[config.mk]
export PLATFORM = sky130hd
export DESIGN_NAME = vending_fsm_param
export DESIGN_NICKNAME = d
export VERILOG_FILES = /design/src/rtl/vending_fsm_param.sv
export SDC_FILE = /design/constraint.sdc
export NUM_CORES = 1
export LEC_CHECK = 0
export ABC_CLOCK_PERIOD_IN_PS = 29600
export BUFFER_PORTS_ARGS = -buffer_cell sky130_fd_sc_hd__buf_2
export CORE_MARGIN = 4
export CORE_UTILIZATION = 45
export DETAILED_ROUTE_END_ITERATION = 8
export GPL_ROUTABILITY_DRIVEN = 0
export HOLD_SLACK_MARGIN = 0.15
export PLACE_DENSITY_LB_ADDON = 0.3
export SLEW_MARGIN = 20
export SYNTH_ARGS = -nofsm -noshare
export SYNTH_HDL_FRONTEND = slang
export SYNTH_SLANG_ARGS = --single-unit
[constraint.sdc]
create_clock -name clk -period 29.6 [get_ports clk]
set_input_delay 4.44 -clock clk [delete_from_list [all_inputs] [get_ports clk]]
set_output_delay 4.44 -clock clk [all_outputs]
set_load 0.03 [all_outputs]
[src/rtl/vending_fsm_param.sv]
// vending_fsm_param: parametrised vending controller.
// A registered balance and an IDLE/WAIT/RETURN state machine sit between the
// coin acceptor/keypad front end and the dispenser/change hopper. Change is
// paid out greedily, one coin per cycle.
// Optional feature macro VM_ITEM_STOCK_EN adds a 4-bit stock counter per item.
module vending_fsm_param #(
  parameter int NUM_ITEMS   = 4,
  parameter int NUM_COINS   = 3,
  parameter int TOTAL_BITS  = 16,
  parameter int WAIT_CYCLES = 100
) (
  input  logic                            clk,
  input  logic                            reset_n,
  input  logic [NUM_COINS-1:0]            i_input_coin,
  input  logic [NUM_ITEMS-1:0]            i_select_item,
  input  logic                            i_trigger_return,
  input  logic [NUM_ITEMS*TOTAL_BITS-1:0] i_item_price,
  input  logic [NUM_COINS*TOTAL_BITS-1:0] i_coin_value,
  input  logic [NUM_ITEMS-1:0]            i_restock_item,
  output logic [NUM_ITEMS-1:0]            o_available_item,
  output logic [NUM_ITEMS-1:0]            o_output_item,
  output logic [NUM_COINS-1:0]            o_return_coin,
  output logic                            o_coin_reject,
  output logic [TOTAL_BITS-1:0]           o_balance,
  output logic                            o_busy
);

  typedef enum logic [1:0] {ST_IDLE, ST_WAIT, ST_RETURN} state_t;

  localparam logic [15:0] WAIT_INIT = 16'(WAIT_CYCLES);
  localparam logic [TOTAL_BITS+1:0] MAX_BAL = {2'b00, {TOTAL_BITS{1'b1}}};

  state_t                  state_reg, state_next;
  logic [TOTAL_BITS-1:0]   balance_reg, balance_next;
  logic [15:0]             timer_reg, timer_next;
  logic [NUM_ITEMS-1:0]    item_reg, item_next;
  logic [NUM_COINS-1:0]    ret_reg, ret_next;
  logic                    reject_reg, reject_next;

  logic [TOTAL_BITS:0]     coin_sum;
  logic [TOTAL_BITS+1:0]   total;
  logic                    coin_any, overflow, coin_ok;
  logic [TOTAL_BITS-1:0]   credit, bal_after;
  logic                    vend_hit;
  logic [NUM_ITEMS-1:0]    vend_onehot;
  logic [TOTAL_BITS-1:0]   vend_price;
  logic                    ret_hit;
  logic [NUM_COINS-1:0]    ret_onehot;
  logic [TOTAL_BITS-1:0]   ret_value;
  logic [NUM_ITEMS-1:0]    has_stock;

`ifdef VM_ITEM_STOCK_EN
  logic [3:0] stock_reg [NUM_ITEMS];

  generate
    for (genvar gi = 0; gi < NUM_ITEMS; gi++) begin : g_stock
      // Per-item stock: restock beats a coincident vend.
      always_ff @(posedge clk) begin
        if (!reset_n)
          stock_reg[gi] <= 4'd15;
        else if (i_restock_item[gi])
          stock_reg[gi] <= 4'd15;
        else if (item_next[gi])
          stock_reg[gi] <= stock_reg[gi] - 4'd1;
      end
      assign has_stock[gi] = (stock_reg[gi] != 4'd0);
    end
  endgenerate
`else
  logic unused_restock;
  assign unused_restock = ^i_restock_item;
  assign has_stock      = '1;
`endif

  generate
    for (genvar gi = 0; gi < NUM_ITEMS; gi++) begin : g_avail
      assign o_available_item[gi] = (state_reg != ST_RETURN) &&
                                    (balance_reg >= i_item_price[gi*TOTAL_BITS +: TOTAL_BITS]) &&
                                    has_stock[gi];
    end
  endgenerate

  // Coin sum, overflow check, vend choice (lowest index) and greedy change coin.
  always_comb begin
    coin_sum    = '0;
    vend_hit    = 1'b0;
    vend_onehot = '0;
    vend_price  = '0;
    ret_hit     = 1'b0;
    ret_onehot  = '0;
    ret_value   = '0;
    for (int j = 0; j < NUM_COINS; j++) begin
      if (i_input_coin[j])
        coin_sum = coin_sum + {1'b0, i_coin_value[j*TOTAL_BITS +: TOTAL_BITS]};
      // Ascending scan: the last fitting coin is the largest one.
      if (i_coin_value[j*TOTAL_BITS +: TOTAL_BITS] <= balance_reg) begin
        ret_hit       = 1'b1;
        ret_onehot    = '0;
        ret_onehot[j] = 1'b1;
        ret_value     = i_coin_value[j*TOTAL_BITS +: TOTAL_BITS];
      end
    end
    // Descending scan: the last hit is the lowest selected available item.
    for (int k = NUM_ITEMS - 1; k >= 0; k--) begin
      if (i_select_item[k] && o_available_item[k]) begin
        vend_hit       = 1'b1;
        vend_onehot    = '0;
        vend_onehot[k] = 1'b1;
        vend_price     = i_item_price[k*TOTAL_BITS +: TOTAL_BITS];
      end
    end
    coin_any  = |i_input_coin;
    total     = {1'b0, coin_sum} + {2'b00, balance_reg};
    overflow  = (total > MAX_BAL);
    coin_ok   = coin_any && !overflow && (state_reg != ST_RETURN);
    credit    = coin_ok ? coin_sum[TOTAL_BITS-1:0] : '0;
    // Availability guarantees price <= balance, so this never wraps.
    bal_after = balance_reg + credit - (vend_hit ? vend_price : '0);
  end

  // Next state, balance, timer and pulse outputs.
  always_comb begin
    state_next   = state_reg;
    balance_next = balance_reg;
    timer_next   = WAIT_INIT;
    item_next    = '0;
    ret_next     = '0;
    reject_next  = 1'b0;
    case (state_reg)
      ST_IDLE, ST_WAIT: begin
        reject_next  = coin_any && overflow;
        balance_next = bal_after;
        item_next    = vend_onehot;
        if (state_reg == ST_IDLE) begin
          if (coin_ok && bal_after != '0)
            state_next = ST_WAIT;
        end else begin
          if (bal_after == '0)
            state_next = ST_IDLE;
          else if (i_trigger_return)
            state_next = ST_RETURN;
          else if (!coin_ok && !vend_hit && timer_reg <= 16'd1)
            state_next = ST_RETURN;
        end
        if (state_next == ST_WAIT && state_reg == ST_WAIT && !coin_ok && !vend_hit)
          timer_next = timer_reg - 16'd1;
      end
      ST_RETURN: begin
        reject_next = coin_any;
        if (ret_hit) begin
          ret_next     = ret_onehot;
          balance_next = balance_reg - ret_value;
        end else begin
          // Residue below the smallest coin is forfeited.
          balance_next = '0;
        end
        if (balance_next == '0)
          state_next = ST_IDLE;
      end
      default: state_next = ST_IDLE;
    endcase
  end

  // State and output registers with synchronous active-low reset.
  always_ff @(posedge clk) begin
    if (!reset_n) begin
      state_reg   <= ST_IDLE;
      balance_reg <= '0;
      timer_reg   <= WAIT_INIT;
      item_reg    <= '0;
      ret_reg     <= '0;
      reject_reg  <= 1'b0;
    end else begin
      state_reg   <= state_next;
      balance_reg <= balance_next;
      timer_reg   <= timer_next;
      item_reg    <= item_next;
      ret_reg     <= ret_next;
      reject_reg  <= reject_next;
    end
  end

  assign o_output_item = item_reg;
  assign o_return_coin = ret_reg;
  assign o_coin_reject = reject_reg;
  assign o_balance     = balance_reg;
  assign o_busy        = (state_reg == ST_RETURN);

endmodule

Yosys cells after proc, flatten, opt, wreduce, memory -nomap -nowiden
Index checks and enable logic that the tools add are counted.

storage, ports and cells
  register bits = 42

cells by class
  magnitude comparators = 9
  equality and inequality tests = 5
  add/sub/neg operators = 7
  mux-type cells = 38
  reduce and logical (&&, ||, !) cells = 35
  bitwise logic cells = 4

operators with widths
  operator                                               number
  two-way mux 16 bit                                     12
  >= comparator 16 bit                                   4
  <= comparator 16 bit                                   3
  two-way mux 17 bit                                     2
  logical NOT 16 bit                                     2
  one-hot mux 16 bit (2 select lines)                    1
  subtractor 16 bit                                      2
  adder 17 x 16 -> 18 bit                                1
  > comparator 18 x 16 -> 1 bit (second input constant)  1
  two-way mux 2 bit                                      9
  adder 16 x 16 -> 17 bit                                1
  adder 17 x 16 -> 17 bit                                1
  logical AND 1 bit                                      17
  adder 16 bit                                           1
  <= comparator 16 x 1 -> 1 bit (second input constant)  1
  nonzero test 16 bit                                    1
  subtractor 16 x 1 -> 16 bit (second input constant)    1
  OR reduction 5 bit                                     2
  two-way mux 1 bit                                      9
  OR reduction 4 bit                                     2
  two-way mux 3 bit                                      2
  AND reduction 3 bit                                    2
  OR reduction 3 bit                                     2
  equality test 2 x 1 -> 1 bit (second input constant)   2
  12 further kinds                                       17

Logic depth before layout (Yosys ltp)
Gate-level depths: netlist (run 1).

  word-level depth = 23
  gate-level depth with buffers = 54

Worst setup path before layout (run 1)
OpenSTA, ideal clock, no wires.

  path kind = input port to flip-flop
  start point = input port i_input_coin[0]
  end point = register timer_reg[11]
  setup slack = 15.594 ns
  data required time = 29.485 ns
  arrival = 13.892 ns
  stages = 49
  library setup time = 0.115 ns
  cell sequence = buf_4 > clkbuf_1 > clkbuf_1 > nand2_1 > fa_1 > nand2b_1 > a21oi_1 > o21ai_1 > o31a_1 > o211a_1 > nor3_1 > xnor2_1 > a21oi_1 > ha_1 > a21o_1 > a21oi_1 > nand2_1 > a21oi_1 > [... 13 more ...] > or2_2 > buf_2 > clkbuf_1 > nand2_1 > fa_1 > fa_1 > nor2b_4 > o31a_1 > o21ai_2 > and2b_1 > xnor2_1 > or4_4 > nor4_2 > nand2_1 > or4_4 > o211ai_4 > buf_6 > nor2_1

on the way
  word-level cells in the longest chain between the ends = 23
  elaborated cells on any way between the ends = 31

ends and longest elaborated chain
  element                                                        line      RTL
  start, declared                                                14        input logic [NUM_COINS-1:0] i_input_coin,
  two-way mux 16 bit                                             93        if (i_input_coin[j])
  adder 16 x 16 -> 17 bit                                        94        coin_sum = coin_sum + {1'b0, i_coin_value[j*TOTAL_BITS +: TOTAL_BITS]};
  two-way mux 17 bit                                             93
  adder 17 x 16 -> 17 bit                                        94
  two-way mux 17 bit                                             93
  adder 17 x 16 -> 18 bit                                        113       total = {1'b0, coin_sum} + {2'b00, balance_reg};
  > comparator 18 x 16 -> 1 bit                                  114       overflow = (total > MAX_BAL);
  logical NOT 1 bit                                              115       coin_ok = coin_any && !overflow && (state_reg != ST_RETURN);
  [... 6 more ...]                                               -
  logical AND 1 bit / two-way mux 2 bit (equally long branches)  135, 140
  two-way mux 2 bit, on equally long branches                    135, 138
  two-way mux 2 bit                                              134       if (state_reg == ST_IDLE) begin
  two-way mux 2 bit                                              129       case (state_reg)
  equality test 2 x 1 -> 1 bit                                   145       if (state_next == ST_WAIT && state_reg == ST_WAIT && !coin_ok && !vend_hit)
  logical AND 1 bit                                              145
  logical AND 1 bit (*) (2 in series)                            145
  AND reduction 3 bit (no source line) (*)                       -
  end signal, assigned                                           176       timer_reg <= timer_next;
  end, declared                                                  35        logic [15:0] timer_reg, timer_next;

Every way passes the cells marked *; elsewhere a longest branch is shown, timed or not. The select of a mux whose other input is x is not followed.
A chain may end at the register's enable or synchronous reset.

Worst setup path in the final report (run 1)
  start point = input port i_input_coin[0]
  end point = register timer_reg[5]

The elaborated chain is that of the path after synthesis.

==> flow_metrics.py, run 1 <==
metrics = {
    "outcome": {
        "status": "finished clean",
    },
    "grt": {
        "track_usage_pct": 24.4,
        "overflow": 0,
        "grt_pass1_vias": 9597,
        "grt_max_degree": 37,
        "grt_pass1_wl_um": 48100,
        "grt_antenna_before_repair": 0,
    },
    "cts": {
        "htree_num_levels": 2,
        "clock-sinks": 42,
        "cts-root-buf": "clkbuf_16",
        "numCtsBuffers": 5,
        "cts_tree": "yes",
        "hold_buffers": 0,
        "clk_path_buf_depth": 2,
        "ctsResizeCount": 0,
        "post_cts_buffers": 0,
        "path_clk_slew_ns": 0.06,
        "clock_latency_ns": 0.30,
    },
    "route": {
        "drtIter0Drc": 647,
        "dr.pass1.iters": 5,
        "drc": 0,
        "wl_per_cell_um": 17.4,
        "avgViaCountPerCell": 5.83,
        "vias": 10092,
        "wl_um": 30100,
        "ant_nets": 0,
    },
    "setup_path": {
        "slowest_stage": "fa_1",
        "path_max_fanout": 27,
        "crit_type": "in -> reg",
        "r2r_slack_ns": 22.26,
        "cp.required_ns": 29.83,
        "slowest_delay_ns": 0.55,
        "path_common_cell": "a21oi_1",
        "worstPathArrival_ns": 15.32,
        "reg2reg_depth": 24,
        "end_kind": "flop",
        "cp-start-kind": "input port",
        "rr_startpoint": "state_reg[0]",
        "rr_endpoint": "timer_reg[5]",
    },
    "finish": {
        "drive_gt1_share_pct": 13.2,
        "final_cell_mix": "191 x ha_1, 150 x buf_2, 140 x inv_1",
        "num_antenna_cells": 0,
        "nets": 1792,
        "syn2layout_area_growth_pct": 12.0,
        "final_common_cell": "ha_1",
        "layout.cells.non_filler": 1732,
    },
    "yosys": {
        "synth_edf_count": 0,
        "ys_types": 76,
        "syn-cell-area_um2": 9680,
        "ys_async_sr_fraction_pct": 0,
        "yosysTopAreaCell": "ha_1",
        "ys_seq_elements": 42,
        "ys.flop_type": "dfxtp_1",
        "syn_area_per_cell_um2": 7.29,
        "synth_top_area_share_pct": 24.7,
        "syn-num-nets": 1665,
        "syn-instance-count": 1329,
        "ys_seq_area_share_pct": 8.68,
        "synth.area.top_cells": "ha_1 25%, dfxtp_1 8.7%, a21oi_1 6.0%",
        "yosys_warnings": 0,
    },
    "power": {
        "leakagePower_nw": 5.32,
        "power.density_nw_per_um2": 112,
        "total_power_mw": 1.22,
        "max-vdd-ir-drop_mv": 0.0680,
    },
    "hold_path": {
        "hp-class": "reg -> reg",
        "worstHoldStart": "timer_reg[5]",
        "whs_path_depth": 2,
        "min_to": "timer_reg[5]",
    },
    "timing": {
        "setup_tns_ns": 0,
        "fmax_mhz": 66.3,
        "tightest_slew_ns": 0.982,
        "rsz0062_at_grt": "false",
        "skew_ns": 0.00602,
        "hold_viol": 0,
        "finalWorstSetupSlack_ns": 14.52,
        "timing.hold.ws_ns": 0.484,
        "setup_viol": 0,
        "period_needed_ns": 15.08,
        "drv_slew": 0,
        "fin_crit_sh_pct": 50.9,
        "relSlewSlack_pct": 34.4,
    },
    "floorplanning": {
        "start_util_pct": 45.9,
        "dieArea_um2": 23900,
        "coreArea_um2": 21100,
        "fp.dieW_um": 155,
        "rows": 53,
        "io-pin-count": 155,
        "die_y_um": 155,
    },
    "placed_design": {
        "placed_cells": 1724,
        "dp_hpwl_um": 25500,
        "place_ws_ns": 14.30,
        "io_buffers": 150,
    },
    "run": {
        "max_cap_viol_count": 0,
    },
}
worst max path at each step:
stage,start,end,slack (ns)
detailed placement,i_input_coin[0],timer_reg[3],14.30
CTS,i_input_coin[0],timer_reg[5],14.58
floorplan,i_input_coin[0],timer_reg[11],15.59
global placement,i_input_coin[0],timer_reg[11],14.45
global route,i_input_coin[0],timer_reg[12],13.66
finish,i_input_coin[0],timer_reg[5],14.52
area by class of cell:
| type | instances | area [um2] |
|---|---|---|
| Timing Repair Buffer | 158 | 811 |
| Clock buffer | 5 | 125 |
| Sequential cell | 42 | 841 |
| Inverter | 143 | 537 |
| Clock inverter | 3 | 23.8 |
| Fill cell | 2115 | 10200 |
| Multi-Input combinational cell | 1106 | 8160 |
| Tap cell | 275 | 344 |
metal layers:
layer	GRT usage, %	vias to the layer above	share of wire (%)
li1	-	5065	-
met5	0	-	0
met3	2.13	48	7.0
met4	6.35	0	2.4
met2	41.0	373	44
met1	33.7	4606	46
report_power, final:
part	switching [mW]	internal (mW)
Clock	0.0259	0.0316
Sequential	0.0388	0.0716
Combinational	0.625	0.426
Total	0.689	0.530
critical path: cells and delay by family:
family                   cells  cell delay (ns)
XOR/XNOR                     3             0.69
adder cells (fa/ha/maj)      6             2.08
AND/OR/NAND/NOR             13             2.37
buffers and inverters        4             0.74
AO/OA/AOI/OAI               22             4.94
stage by stage:
step | util (%) | cell area, um2
2_1_floorplan | - | 9680
3_3_place_gp | 50.7 | 10700
3_5_place_dp | 50.7 | 10700
4_1_cts | 51.4 | 10800
5_1_grt | 51.4 | 10800
6_report | 51.4 | 10800
Yosys cell counts (all sizes together) (5+ instances only):
cell type  count
xor2          16
o31ai         12
a211oi        24
o21ai         92
a31oi          7
ha           191
inv          141
or4            6
mux2           9
a21oi        117
buf           11
dfxtp         42
o21bai         9
a211o          8
o211ai        22
o21a          19
or3            8
nand4         17
nor2         120
fa            19
and2          15
nor2b         17
nand2b        20
xnor2         51
and4           6
nor4          10
or2            7
nand2        106
a22oi         35
a21o          24
clkbuf        27
nand3         16
nor3          36
and3           5
logic make-up (layout without fill, tap and decap cells):
logic type	Yosys count	after routing	share of synthesized area, %
compound gates	412	412	27.4
mux	13	13	1.46
fa+ha+maj	213	213	28.9
simple gates	400	400	20.0
flops	42	42	8.68
buf+inv	181	309	7.22
xor+xnor	68	68	6.29
Note: power is estimated with default switching activity, not from simulation.
==> inputs of run 2 (changes only) <==
Settings changed: ABC_CLOCK_PERIOD_IN_PS 29600 to 13170.
Clock period 29.6 ns to 13.17 ns, I/O delays scaled along.
==> run 2 against run 1 <==
Compared with the run above:
- routed wire length decreased by 1.1%
- largest power group unchanged
- combinational power increased by 130%
- sequential power increased by 120%
- critical endpoint is now timer_reg[10]
- non-clock buffer count increased by 3
- first-iteration DRC count decreased by 1.7%
- total power increased by 120%
==> flow_metrics.py, run 2 (synthesis gave the netlist of run 1 again) <==
metrics = {
    "grt": {
        "grt_antenna_before_repair": 0,
        "track_usage_pct": 23.8,
        "grt_max_degree": 37,
        "overflow": 0,
        "grt_pass1_wl_um": 46900,
        "grt_pass1_vias": 9464,
    },
    "finish": {
        "fin_util_pct": 51.5,
        "nets": 1795,
        "final_cell_mix": "191 x ha_1, 150 x buf_2, 140 x inv_1",
        "drive_gt1_share_pct": 13.4,
        "num_antenna_cells": 0,
        "syn2layout_area_growth_pct": 12.2,
        "layout.cells.non_filler": 1735,
        "final_common_cell": "ha_1",
    },
    "placed_design": {
        "dp_hpwl_um": 25300,
        "io_buffers": 150,
        "placed_cells": 1727,
        "place_ws_ns": 0.731,
    },
    "power": {
        "max-vdd-ir-drop_mv": 0.134,
        "power.density_nw_per_um2": 252,
        "leakagePower_nw": 5.33,
    },
    "cts": {
        "post_cts_buffers": 0,
        "htree_num_levels": 2,
        "path_clk_slew_ns": 0.07,
        "cts-root-buf": "clkbuf_16",
        "ctsResizeCount": 0,
        "numCtsBuffers": 5,
        "clock-sinks": 42,
        "clock_latency_ns": 0.29,
        "cts_tree": "yes",
        "clk_path_buf_depth": 2,
        "hold_buffers": 0,
    },
    "setup_path": {
        "r2r_slack_ns": 6.10,
        "reg2reg_depth": 26,
        "cp.required_ns": 13.34,
        "worstPathArrival_ns": 12.41,
        "slowest_delay_ns": 0.55,
        "rr_endpoint": "timer_reg[10]",
        "end_kind": "flop",
        "rr_startpoint": "o_balance[9]",
        "cp-start-kind": "input port",
        "slowest_stage": "fa_1",
        "path_common_cell": "a21oi_1",
        "path_max_fanout": 26,
        "crit_type": "in -> reg",
    },
    "timing": {
        "drv_slew": 0,
        "relSlewSlack_pct": 50.6,
        "fmax_mhz": 81.7,
        "hold_viol": 0,
        "fin_crit_sh_pct": 92.9,
        "setup_viol": 0,
        "tightest_slew_ns": 0.738,
        "rsz0062_at_grt": "false",
        "finalWorstSetupSlack_ns": 0.929,
        "timing.hold.ws_ns": 0.485,
        "period_needed_ns": 12.24,
        "setup_tns_ns": 0,
        "skew_ns": 0.00576,
    },
    "route": {
        "vias": 10088,
        "drtIter0Drc": 636,
        "wl_per_cell_um": 17.2,
        "ant_nets": 0,
        "wl_um": 29800,
        "avgViaCountPerCell": 5.81,
        "drc": 0,
        "dr.pass1.iters": 7,
    },
    "floorplanning": {
        "fp.dieW_um": 155,
        "die_y_um": 155,
        "dieArea_um2": 23900,
        "start_util_pct": 45.9,
        "coreArea_um2": 21100,
        "io-pin-count": 155,
        "rows": 53,
    },
    "outcome": {
        "status": "finished clean",
    },
    "hold_path": {
        "worstHoldStart": "timer_reg[5]",
        "hp-class": "reg -> reg",
        "whs_path_depth": 2,
        "min_to": "timer_reg[5]",
    },
    "run": {
        "max_cap_viol_count": 0,
    },
}
[run 2: changes by cell type in the layout (fill, tap and decap cells not counted)]
cell / previous run / this run
buf_4: 8 / 11
[run 2: worst max-delay path, delay by kind of cell]
family                   cells  cell delay (ns)
AO/OA/AOI/OAI               22             5.23
adder cells (fa/ha/maj)      5             1.76
AND/OR/NAND/NOR             12             2.23
buffers and inverters        4             0.43
XOR/XNOR                     3             0.77
[run 2: per-layer routing]
layer  routed length (um)  global-route usage (%)  vias to the layer above  part of all wire (%)
li1                     -                       -                     5081                     -
met1                14000                    33.2                     4592                    47
met2                13300                    40.0                      372                    45
met3                 1890                    2.10                       43                   6.4
met4                  549                    5.34                        0                   1.8
met5                    0                       0                        -                     0
[run 2: how the worst max path moves through the flow]
| stage | start | to | slack (ns) | cells past startpoint |
|---|---|---|---|---|
| 6_report | i_input_coin[0] | timer_reg[10] | 0.93 | 46 |
| 5_1_grt | i_input_coin[0] | timer_reg[3] | 0.21 | 48 |
| 4_1_cts | i_input_coin[0] | timer_reg[10] | 1.02 | 46 |
| 3_5_place_dp | i_input_coin[0] | timer_reg[10] | 0.73 | 46 |
| 3_3_place_gp | i_input_coin[0] | timer_reg[11] | 0.92 | 46 |
| 2_1_floorplan | i_input_coin[0] | timer_reg[13] | 1.63 | 49 |
[run 2: final cells by class]
class	instances	area (um2)
Sequential cell	42	841
Clock inverter	3	23.8
Clock buffer	5	125
Timing Repair Buffer	161	833
Tap cell	275	344
Inverter	143	537
Multi-Input combinational cell	1106	8160
Fill cell	2103	10200
[run 2: power by group]
group | internal (mW) | switching [mW] | leakage, nW | total, mW
logic | 0.960 | 1.41 | 4.92 | 2.37
registers | 0.161 | 0.0769 | 0.344 | 0.238
clock network | 0.0709 | 0.0563 | 0.0664 | 0.127
total | 1.19 | 1.54 | 5.33 | 2.73
[run 2: through the flow]
stage	instance area, um2	total power, mW
floorplan	9680	2.01
global placement	10700	2.51
detailed placement	10700	2.56
CTS	10900	2.71
global route	10900	3.02
finish	10900	2.73
==> inputs of run 3 (changes only) <==
Settings changed: REMOVE_ABC_BUFFERS set to 1.
==> run 3 against run 2 <==
Compared with the run above:
- non-clock buffer count fell by 4
- die area did not move
- worst setup slack got worse by 0.13 ns
- final cell count fell by 0.29%
- total power rose by 0.50%
- first-iteration DRC count rose by 19%
- critical path depth did not move
- highest routed layer is now met5
- count of clock-buffer cells in the layout did not move
- worst hold slack improved by 0.0027 ns
- sequential power rose by 9.7%
- flip-flop and latch count did not move
- combinational power barely moved
==> flow_metrics.py, run 3 (synthesis gave the netlist of run 1 again) <==
metrics = {
    "outcome": {
        "status": "finished clean",
    },
    "floorplanning": {
        "die_y_um": 155,
        "io-pin-count": 155,
        "fp.dieW_um": 155,
        "rows": 53,
        "coreArea_um2": 21100,
        "start_util_pct": 45.9,
        "dieArea_um2": 23900,
    },
    "setup_path": {
        "cp.required_ns": 13.33,
        "slowest_stage": "fa_1",
        "crit_type": "in -> reg",
        "rr_startpoint": "o_balance[0]",
        "cp.buffers_inverters": 4,
        "end_kind": "flop",
        "critPathTopFamily": "compound AO/OA/AOI/OAI gates",
        "slowest_delay_ns": 0.56,
        "r2r_slack_ns": 5.88,
        "worstPathArrival_ns": 12.53,
        "cp-start-kind": "input port",
        "path_max_fanout": 27,
        "reg2reg_depth": 27,
        "rr_endpoint": "timer_reg[12]",
    },
    "grt": {
        "grt_pass1_vias": 9679,
        "grt_use_met1_pct": 34.8,
        "grt_pass1_wl_um": 50000,
        "gr-max-usage-layer": "met2",
        "gr-usage-met2_pct": 42.3,
        "grt_antenna_before_repair": 1,
        "use_met3_pct": 3.11,
        "track_usage_pct": 25.5,
        "grt_max_degree": 37,
        "overflow": 0,
    },
    "finish": {
        "fin_util_pct": 51.3,
        "layout.cells.non_filler": 1730,
        "drive_gt1_share_pct": 13.0,
        "n_fill_cell": 2088,
        "final_common_cell": "ha_1",
        "nets": 1791,
        "syn2layout_area_growth_pct": 11.7,
        "num_antenna_cells": 0,
        "design_area_um2": 10800,
        "final_cell_mix": "191 x ha_1, 149 x buf_2, 140 x inv_1",
    },
    "timing": {
        "fmax_mhz": 80.8,
        "timing.hold.ws_ns": 0.488,
        "fin_crit_sh_pct": 94.0,
        "drv_slew": 0,
        "rsz0062_at_grt": "false",
        "skew_ns": 0.00661,
        "period_needed_ns": 12.38,
        "relSlewSlack_pct": 37.5,
        "tightest_slew_ns": 0.931,
        "setup_tns_ns": 0,
        "setup_viol": 0,
        "finalWorstSetupSlack_ns": 0.795,
        "hold_viol": 0,
    },
    "cts": {
        "clock_latency_ns": 0.29,
        "htree_num_levels": 2,
        "cts_tree": "yes",
        "cts-root-buf": "clkbuf_16",
        "numCtsBuffers": 5,
        "clk_path_buf_depth": 2,
        "post_cts_buffers": 0,
        "clock-sinks": 42,
        "path_clk_slew_ns": 0.06,
    },
    "route": {
        "drc": 0,
        "dr.pass1.iters": 5,
        "wl_per_cell_um": 18.2,
        "wl_um": 31400,
        "drtIter0Drc": 758,
        "vias": 10213,
        "ant_nets": 0,
        "avgViaCountPerCell": 5.90,
    },
    "hold_path": {
        "min_to": "timer_reg[0]",
        "hp-class": "reg -> reg",
        "whs_path_depth": 1,
        "worstHoldStart": "timer_reg[0]",
    },
    "placed_design": {
        "io_buffers": 150,
        "placed_cells": 1723,
        "place_ws_ns": 0.537,
        "dp_hpwl_um": 26400,
        "placed_cell_area_um2": 10700,
    },
    "power": {
        "power.density_nw_per_um2": 254,
        "leakagePower_nw": 5.31,
        "total_power_mw": 2.75,
        "max-vdd-ir-drop_mv": 0.169,
    },
    "run": {
        "max_cap_viol_count": 0,
    },
}
## run 3: cell types whose count changed in the layout (fill, tap and decap cells not counted)
| cell | delta |
|---|---|
| buf_2 | -1 |
| inv_6 | -1 |
| buf_4 | -4 |
| clkinvlp_4 | -2 |
| nor3_1 | +1 |
| clkinv_2 | +2 |
| nor3_2 | -1 |
| clkbuf_4 | +1 |
## run 3: worst max path at each step
stage	endpoint	depth (start not counted)	from
finish	timer_reg[12]	46	i_input_coin[0]
global route	timer_reg[12]	48	i_input_coin[0]
CTS	timer_reg[7]	48	i_input_coin[0]
detailed placement	timer_reg[7]	48	i_input_coin[0]
global placement	timer_reg[5]	48	i_input_coin[0]
floorplan	timer_reg[5]	46	i_input_coin[0]
## run 3: worst register-to-register path, stage by stage, from the launching register on
cell and delay [ns]:
dfxtp_1 0.61, inv_1 0.26, ha_1 0.34, nor2b_1 0.10, o21ai_0 0.12, a21oi_1 0.37
nor4_1 0.11, o21ai_0 0.64, nor2_1 0.08, buf_4 0.22, a22oi_1 0.18, nand2_1 0.08
o211ai_1 0.10, o21ai_0 0.16, fa_1 0.61, inv_1 0.06, ha_1 0.30, a211oi_1 0.23
nor2_1 0.10, o311ai_1 0.44, a21boi_0 0.15, or2_1 0.27, a211oi_1 0.29, o21bai_1 0.13
a21oi_1 0.19, xnor3_1 0.44, o211ai_4 0.46, nor2_1 0.10
## run 3: power by group
part           leakage, nW  internal, mW  switching [mW]
registers            0.344         0.161          0.0999
clock network       0.0694        0.0687          0.0535
logic                 4.90         0.960            1.41
total                 5.31          1.19            1.56
## run 3: cell type report
| cell class | count | area [um2] | share of cell area, % |
|---|---|---|---|
| multi-input cells | 1106 | 8160 | 75.4 |
| flip-flops and latches | 42 | 841 | 7.77 |
| repair buffers | 157 | 806 | 7.45 |
| inverters | 143 | 537 | 4.96 |
| well taps | 275 | 344 | 3.18 |
| clock buffers | 5 | 125 | 1.16 |
| clock inverters | 2 | 10.0 | 0.0925 |
## run 3: timing repair
item | 4_1_cts | 5_1_grt
resized for setup | 0 | 1
hold buffers | 0 | 0
endpoints found under the setup margin | 0 | 15
## run 3: routing by layer
metal  vias to the layer above  part of all wire [%]
met1                      4647                    44
met4                         2                   3.2
met2                       427                    45
li1                       5063                     -
met5                         -                 0.057
met3                        74                   7.7
